===== config.mk =====
export PLATFORM = sky130hd
export DESIGN_NAME = seg_scan
export DESIGN_NICKNAME = d
export VERILOG_FILES = /design/src/rtl/seg_scan.sv
export SDC_FILE = /design/constraint.sdc
export NUM_CORES = 1
export LEC_CHECK = 0
export ABC_AREA = 1
export CAP_MARGIN = 15
export CORE_MARGIN = 5
export CORE_UTILIZATION = 50
export CTS_BUF_LIST = sky130_fd_sc_hd__clkbuf_4 sky130_fd_sc_hd__clkbuf_8 sky130_fd_sc_hd__clkbuf_16
export CTS_CLUSTER_DIAMETER = 60
export DETAILED_ROUTE_END_ITERATION = 10
export PLACE_DENSITY_LB_ADDON = 0.05
export RECOVER_POWER = 25
export SLEW_MARGIN = 20
export SYNTH_ARGS = -nofsm -noshare
export SYNTH_HDL_FRONTEND = slang
export SYNTH_SLANG_ARGS = --single-unit

===== constraint.sdc =====
create_clock -name clk -period 2.6 [get_ports clk]
set_input_delay 0.39 -clock clk [delete_from_list [all_inputs] [get_ports clk]]
set_output_delay 0.39 -clock clk [all_outputs]
set_load 0.05 [all_outputs]

===== src/rtl/seg_scan.sv =====
// seg_scan: 8-digit common-anode 7-segment scanner with double-buffered data.
// Optional leading-zero suppression via `define SEG_SCAN_LZS_EN.
module seg_scan #(
  parameter int SCAN_BIT     = 17,
  parameter int GUARD_CYCLES = 4
) (
  input  logic        clk,
  input  logic        rst,
  input  logic [31:0] clkdiv,
  input  logic [31:0] data,
  input  logic [7:0]  dp,
  input  logic [7:0]  blank,
  input  logic        load,
  output logic [7:0]  an,
  output logic [7:0]  seg,
  output logic        frame
);

  localparam int CW = (GUARD_CYCLES > 1) ? $clog2(GUARD_CYCLES) : 1;
  localparam logic [CW-1:0] GC_INIT =
    CW'((GUARD_CYCLES > 0) ? GUARD_CYCLES - 1 : 0);

  typedef enum logic {DRIVE, GUARD} state_t;

  state_t        state_q, state_d;
  logic [2:0]    idx_q, idx_d;
  logic [CW-1:0] cnt_q, cnt_d;
  logic          prev_q;
  logic [31:0]   sh_dat_q, sh_dat_d;
  logic [7:0]    sh_dp_q, sh_dp_d;
  logic [7:0]    sh_bl_q, sh_bl_d;
  logic [31:0]   ac_dat_q, ac_dat_d;
  logic [7:0]    ac_dp_q, ac_dp_d;
  logic [7:0]    ac_bl_q, ac_bl_d;
  logic [7:0]    an_q, an_d;
  logic [7:0]    seg_q, seg_d;
  logic          frame_q, frame_d;
  logic          tick;
  logic [3:0]    nib;
  logic [6:0]    glyph;
  logic          unused_clkdiv;

  assign unused_clkdiv = ^clkdiv;

  function automatic logic [6:0] hex7(input logic [3:0] n);
    logic [6:0] r;
    case (n)
      4'h0: r = 7'b1000000;
      4'h1: r = 7'b1111001;
      4'h2: r = 7'b0100100;
      4'h3: r = 7'b0110000;
      4'h4: r = 7'b0011001;
      4'h5: r = 7'b0010010;
      4'h6: r = 7'b0000010;
      4'h7: r = 7'b1111000;
      4'h8: r = 7'b0000000;
      4'h9: r = 7'b0010000;
      4'hA: r = 7'b0001000;
      4'hB: r = 7'b0000011;
      4'hC: r = 7'b1000110;
      4'hD: r = 7'b0100001;
      4'hE: r = 7'b0000110;
      default: r = 7'b0001110;
    endcase
    return r;
  endfunction

`ifdef SEG_SCAN_LZS_EN
  logic [2:0] top;
`endif

  always_comb begin
    tick     = clkdiv[SCAN_BIT] & ~prev_q;
    state_d  = state_q;
    idx_d    = idx_q;
    cnt_d    = cnt_q;
    ac_dat_d = ac_dat_q;
    ac_dp_d  = ac_dp_q;
    ac_bl_d  = ac_bl_q;
    frame_d  = 1'b0;

    unique case (state_q)
      DRIVE: begin
        if (tick) begin
          idx_d = idx_q + 3'd1;
          if (idx_q == 3'd7) begin
            frame_d  = 1'b1;
            ac_dat_d = sh_dat_q;
            ac_dp_d  = sh_dp_q;
            ac_bl_d  = sh_bl_q;
          end
          if (GUARD_CYCLES > 0) begin
            state_d = GUARD;
            cnt_d   = GC_INIT;
          end
        end
      end
      GUARD: begin
        // ticks landing here are intentionally dropped
        if (cnt_q == '0) state_d = DRIVE;
        else             cnt_d   = cnt_q - CW'(1);
      end
    endcase

    sh_dat_d = load ? data  : sh_dat_q;
    sh_dp_d  = load ? dp    : sh_dp_q;
    sh_bl_d  = load ? blank : sh_bl_q;

    nib   = ac_dat_d[{idx_d, 2'b00} +: 4];
    glyph = hex7(nib);
`ifdef SEG_SCAN_LZS_EN
    top = 3'd0;
    for (int i = 1; i < 8; i++)
      if (ac_dat_d[4*i +: 4] != 4'h0) top = 3'(i);
    if (idx_d > top) glyph = 7'h7F;
`endif

    an_d  = ac_bl_d[idx_d] ? 8'hFF : ~(8'b1 << idx_d);
    seg_d = {~ac_dp_d[idx_d], glyph};
    if (state_d == GUARD) begin
      an_d  = 8'hFF;
      seg_d = 8'hFF;
    end
  end

  always_ff @(posedge clk or negedge rst) begin
    if (!rst) begin
      state_q  <= DRIVE;
      idx_q    <= 3'd0;
      cnt_q    <= '0;
      prev_q   <= 1'b0;
      sh_dat_q <= '0;
      sh_dp_q  <= '0;
      sh_bl_q  <= '0;
      ac_dat_q <= '0;
      ac_dp_q  <= '0;
      ac_bl_q  <= '0;
      an_q     <= 8'hFF;
      seg_q    <= 8'hFF;
      frame_q  <= 1'b0;
    end else begin
      state_q  <= state_d;
      idx_q    <= idx_d;
      cnt_q    <= cnt_d;
      prev_q   <= clkdiv[SCAN_BIT];
      sh_dat_q <= sh_dat_d;
      sh_dp_q  <= sh_dp_d;
      sh_bl_q  <= sh_bl_d;
      ac_dat_q <= ac_dat_d;
      ac_dp_q  <= ac_dp_d;
      ac_bl_q  <= ac_bl_d;
      an_q     <= an_d;
      seg_q    <= seg_d;
      frame_q  <= frame_d;
    end
  end

  assign an    = an_q;
  assign seg   = seg_q;
  assign frame = frame_q;

endmodule

# Yosys cells after proc, flatten, opt, wreduce, memory -nomap -nowiden
# Memory sizes are Yosys's and may differ from the RTL's.
# Cells that the tools add are included.
# totals
ramBits	0
latch_bits	0
output_inout_bits	17
ff_bits	120
word_cells	56
romBits	112
memories	1
# memory_table
name	depth	width	read_ports	rd_ports_with_merged_regs	wr	line	rtl
(name not given)	16	7	1	0	0	47	case (n)
# op_classes
magnitude_cmp	1
eq_ne	3
add_sub_neg	2
n_reduce_logical	2
muxes	27
n_bitwise	5
mul	0
n_div	0
shift	2
# op_table
op	count
$mux 32	3
$mux 8	9
$shiftx 32x6->4	1
$not 8->8	1
$shl 1x3->8 const A	1
$mux 1	7
$bmux 1 s3	2
$mux 3	2
$lt 3x4->1 const B	1
$mux 2	2
$ne 2x2->1 const B	2
$pmux 2 s2	1
$add 3x1->3 const B	1
$eq 3x3->1 const B	1
$not 1->1	3
$logic_not 2->1	1
$pmux 1 s2	1
$reduce_and 2->1	1
$sub 2x1->2 const B	1
$and 1x1->1	1

# Depth between registers and ports, before layout
# Gate-level depths: netlist (run 1).
# logic_depth
ltp_word	8
depth_mapped	18
mapped_depth_nobuf	17

# Worst setup path before layout (run 1)
# OpenSTA, ideal clock, no wires.
# synth_timing
path_type	reg2reg
start	reg idx_q[0]
end	reg seg_q[5], in the netlist seg[5]
stages_incl_launch_ff	18
period_less_slack_ns	2.374
slack_ns	0.226
t_arrival_ns	2.288
t_required_ns	2.514
path_cell_list	dfrtp_1 -> ha_1 -> ha_1 -> nand4_1 -> buf_2 -> buf_6 -> nand2_1 -> nand3_1 -> nand2_1 -> nand2_1 -> nand3_1 -> nand2_1 -> inv_1 -> ha_1 -> nand3_1 -> nand2_1 -> nand2_1 -> nand3_1
# synth_via
elab_chain_cells	7
elab_cells_between_ends	10
cone_classes	1 x add/sub; 1 x eq/ne; 1 x shift; 6 x mux; 1 x memory
# synth_lines
element	line	rtl
from (decl)	26	logic [2:0] idx_q, idx_d;
from (signal assigned)	143	idx_q <= idx_d;
branches (longest 4 deep; another with $add 3x1->3)	-	
$shiftx 32x6->4 (*)	109	nib = ac_dat_d[{idx_d, 2'b00} +: 4];
$mem_v2 16x7 (*)	-	
$mux 8 (*)	120	if (state_d == GUARD) begin
named net seg_d[5]	36	logic [7:0] seg_q, seg_d;
to (signal assigned)	153	seg_q <= seg_d;
to (decl)	36	
# Mark *: on every way through the listed nets, which the timed path passes.
# A chain may end at the register's enable or synchronous reset.

# Worst setup path in the final report (run 1)
# layout_timing
start	reg idx_q[0]
end	reg seg_q[3], in the netlist seg[3]
# layout_via
elab_chain_cells	7
elab_cells_between_ends	10
cone_classes	1 x add/sub; 1 x eq/ne; 1 x shift; 6 x mux; 1 x memory
# layout_lines
element	line	rtl
$eq 3x3->1	86	if (idx_q == 3'd7) begin
$mux 32	86	
$mux 32	84	if (tick) begin
$mux 32	82	unique case (state_q)
named net ac_dat_d[24]	32	logic [31:0] ac_dat_q, ac_dat_d;
$shiftx 32x6->4	109	
$mem_v2 16x7	-	
$mux 8	120	
named net seg_d[3]	36	
# The timed path passes the listed nets, and every way through them passes these cells.

==> out/results.tsv, run 1 <==
metric	value	unit
place_area	0.00649	mm^2
setup_ws	0.180	ns
required	3.03	ns
synth_top_cell_area_share	0.477	
synthDistinctLibCells	33	
p_leak	3.56	nW
vdd_drop_max	539	uV
ys.flop_type	dfrtp_1	
min_period	2.42	ns
drt-initial-drc-count	197	
critical_path_arrival	2.85	ns
ys_top_cells_by_count	nand2_1, dfrtp_1, inv_1	
final_net_count	820	
finalSetupViolations	0	
r2r_cells	17	
fin_cells	881	
wire_per_inst	13.6	um
finalHoldViolCount	0	
crit_cells	17	
placed_cells	845	
clock_skew	0.00659	ns
finalMaxSlewViolations	0	
coreArea	0.0108	mm^2
syn-num-nets	716	
avgViaCountPerCell	4.85	
worstSetupEndpointType	register	
fin_crit_sh	0.931	
fin_util	0.668	
clk_pin_slew	0.06	ns
start_kind	register	
avgSynthCellArea	8.75	um^2
h-tree-depth	4	
ant_nets	0	
cts-root-buf	clkbuf_8	
grtUsageMet3	0.0497	
p_per_area	1230	mW/mm^2
track_usage	0.195	
relSlewSlack	0.320	
via_count	4277	
whs_path_depth	3	
path_buf_inv	3	
grtUsageMet2	0.316	
overflow	0	
synth_edf_count	0	
clk_latency	0.51	ns
critPathKind	reg -> reg	
io_buffers	68	
routed_wl	12000	um
cap_violations	0	
synth_warnings	0	
start_util	0.506	
final_area	0.00721	mm^2
cts_tree	yes	
n_fill_cell	886	
worst_pin_slew	1.02	ns
first_pass_iters	4	
synth_area_leader_cell	dfrtp_1	
grt_pass1_vias	4320	
use_met1	0.252	
num_rows	38	
die_h	114	um
synthCells	624	
antenna_found_initial	0	
pre_cts_slack	-0.158	ns
synth_area	0.00546	mm^2
ys_seq_area_frac	0.554	
status	complete, no violations	
crit_family	simple AND/OR/NAND/NOR gates	
synthTopCellsByArea	dfrtp_1, nand2_1, dfstp_2	
min_path_type	in -> reg	
grt_busiest_layer	met2	
syn_to_final_growth	32.0	%
crit_top_cell	nand2_1	
final.setup.tns	0	ns
cp_max_fo	14	
cts_sinks	120	
path_cells	ha_2 > ha_4 > nand4_1 > buf_6 > clkbuf_16 > o21ai_4 > nand2_1 > nand2_1 > nand2_1 > nand3_2 > nand2_2 > buf_4 > ha_1 > nand2_1 > nand2_1 > nand2_1 > nand3_1	
cpPeakStageDelay	0.38	ns
ios	100	
async_flop_share	1.00	
clock.fmax	413	MHz
finalWeightedCongestion	0.855	
synth.most_common_cell	nand2_1	
grt_max_degree	66	
drive_above_1_share	0.192	
dieArea	0.0131	mm^2
dp_hpwl	8190	um
die_width	114	um
cp_slowest_cell	dfrtp_1	
grt_pass1_wl	20200	um
n_antenna_cell	0	
synth.ff_latch_count	120	
cts_buffer_depth	2	
route.detailed.drc	0	
cts_buffers	17	
## flip-flops by register name (all words and copies together) (netlist names)
signal    count
sh_dat_q     32
idx_q         3
an            8
cnt_q         2
prev_q        1
state_q       1
ac_bl_q       8
ac_dat_q     32
frame         1
sh_bl_q       8
sh_dp_q       8
ac_dp_q       8
seg           8
## timing repair
action	in CTS	in global routing
setup buffers	0	2
hold endpoints to repair	14	0
gates resized for setup	0	22
endpoints found under the setup margin	0	7
hold buffers	1	0
## cells in the final DEF, fill, tap and decap left out, types with 2 or more instances in the layout
master | netlist | final
and2_1 | 11 | 11
nand2_1 | 202 | 199
nand4_1 | 4 | 4
clkbuf_16 | 0 | 17
o21ai_0 | 53 | 53
inv_2 | 5 | 7
nand2_2 | 7 | 9
o21ai_2 | 2 | 3
o21ai_1 | 13 | 9
clkbuf_8 | 0 | 4
ha_2 | 0 | 2
buf_12 | 0 | 3
o21ai_4 | 1 | 4
clkinv_2 | 0 | 6
buf_4 | 2 | 30
inv_1 | 83 | 81
o2111ai_1 | 2 | 2
dfstp_2 | 16 | 16
bufinv_16 | 0 | 3
nand3_1 | 46 | 43
nor2_2 | 5 | 5
mux2_2 | 8 | 8
nor2_1 | 14 | 14
ha_4 | 0 | 2
nand2_4 | 5 | 6
dlygate4sd3_1 | 0 | 2
clkbuf_1 | 10 | 3
nand3_2 | 3 | 6
clkdlybuf4s50_1 | 0 | 65
clkbuf_4 | 0 | 3
ha_1 | 9 | 5
dfrtp_1 | 104 | 104
## layer usage
layer / vias up / wire (um)
li1: 2152 / -
met1: 2007 / 5470
met2: 102 / 5800
met3: 16 / 538
met4: 0 / 176
met5: - / 0
## area by class of cell
cell class,count,area [um^2],area share
Inverter,89,337,0.0467
Sequential cell,120,3020,0.420
Tap cell,140,175,0.0243
Clock buffer,22,470,0.0653
Multi-Input combinational cell,393,2060,0.286
Clock inverter,10,124,0.0172
Timing Repair Buffer,107,1020,0.141
## worst min-delay path: stages
cell and delay (ns):
clkdlybuf4s50_1 0.39, nand2_1 0.06, o21ai_0 0.06
## worst paths after layout
path	startpoint	end	slack [ns]
setup reg to reg	idx_q[0]	seg[3]	0.18
min in group asynchronous	rst	sh_bl_q[2]	0.56
setup / recovery	idx_q[0]	seg[3]	0.18
hold / removal	data[29]	sh_dat_q[29]	0.43
hold reg to reg	ac_dat_q[15]	ac_dat_q[15]	0.48
max in group asynchronous	rst	sh_dat_q[10]	0.51
## cells by family (layout without fill, tap and decap cells)
logic type,Yosys count,after routing,share of synthesized area
flops,120,120,0.554
mux,8,8,0.0165
simple gates,300,300,0.245
compound gates,76,76,0.0779
fa+ha+maj,9,9,0.0206
buf+inv,111,228,0.0862
## power breakdown
part,switching (mW),total (mW),internal [mW],leakage [nW]
Combinational,2.43,3.89,1.46,1.83
Clock,0.790,2.33,1.54,0.303
Sequential,0.154,2.62,2.46,1.43
## stage by stage
stage / total power [mW] / hold slack (ns)
3_3_place_gp: 6.22 / 0.284
2_1_floorplan: 5.16 / 0.0944
5_1_grt: 9.49 / 0.429
6_report: 8.84 / 0.432
4_1_cts: 8.71 / 0.284
3_5_place_dp: 6.32 / 0.285
(Power assumes the default switching activity.)
==> inputs of run 2 (changes only) <==
==> constraint.sdc (replaced) <==
create_clock -name clk -period 2.6 [get_ports clk]
set_input_delay 0.39 -clock clk [delete_from_list [all_inputs] [get_ports clk]]
set_output_delay 0.39 -clock clk [all_outputs]
set_load 0.01 [all_outputs]
==> results of run 2 <==
The final DEF is identical to that of run 1. Status: complete, no violations.
Main changes from that run: total power 8.84 mW -> 8.56 mW; worst IR drop on VDD 539 uV -> 464 uV
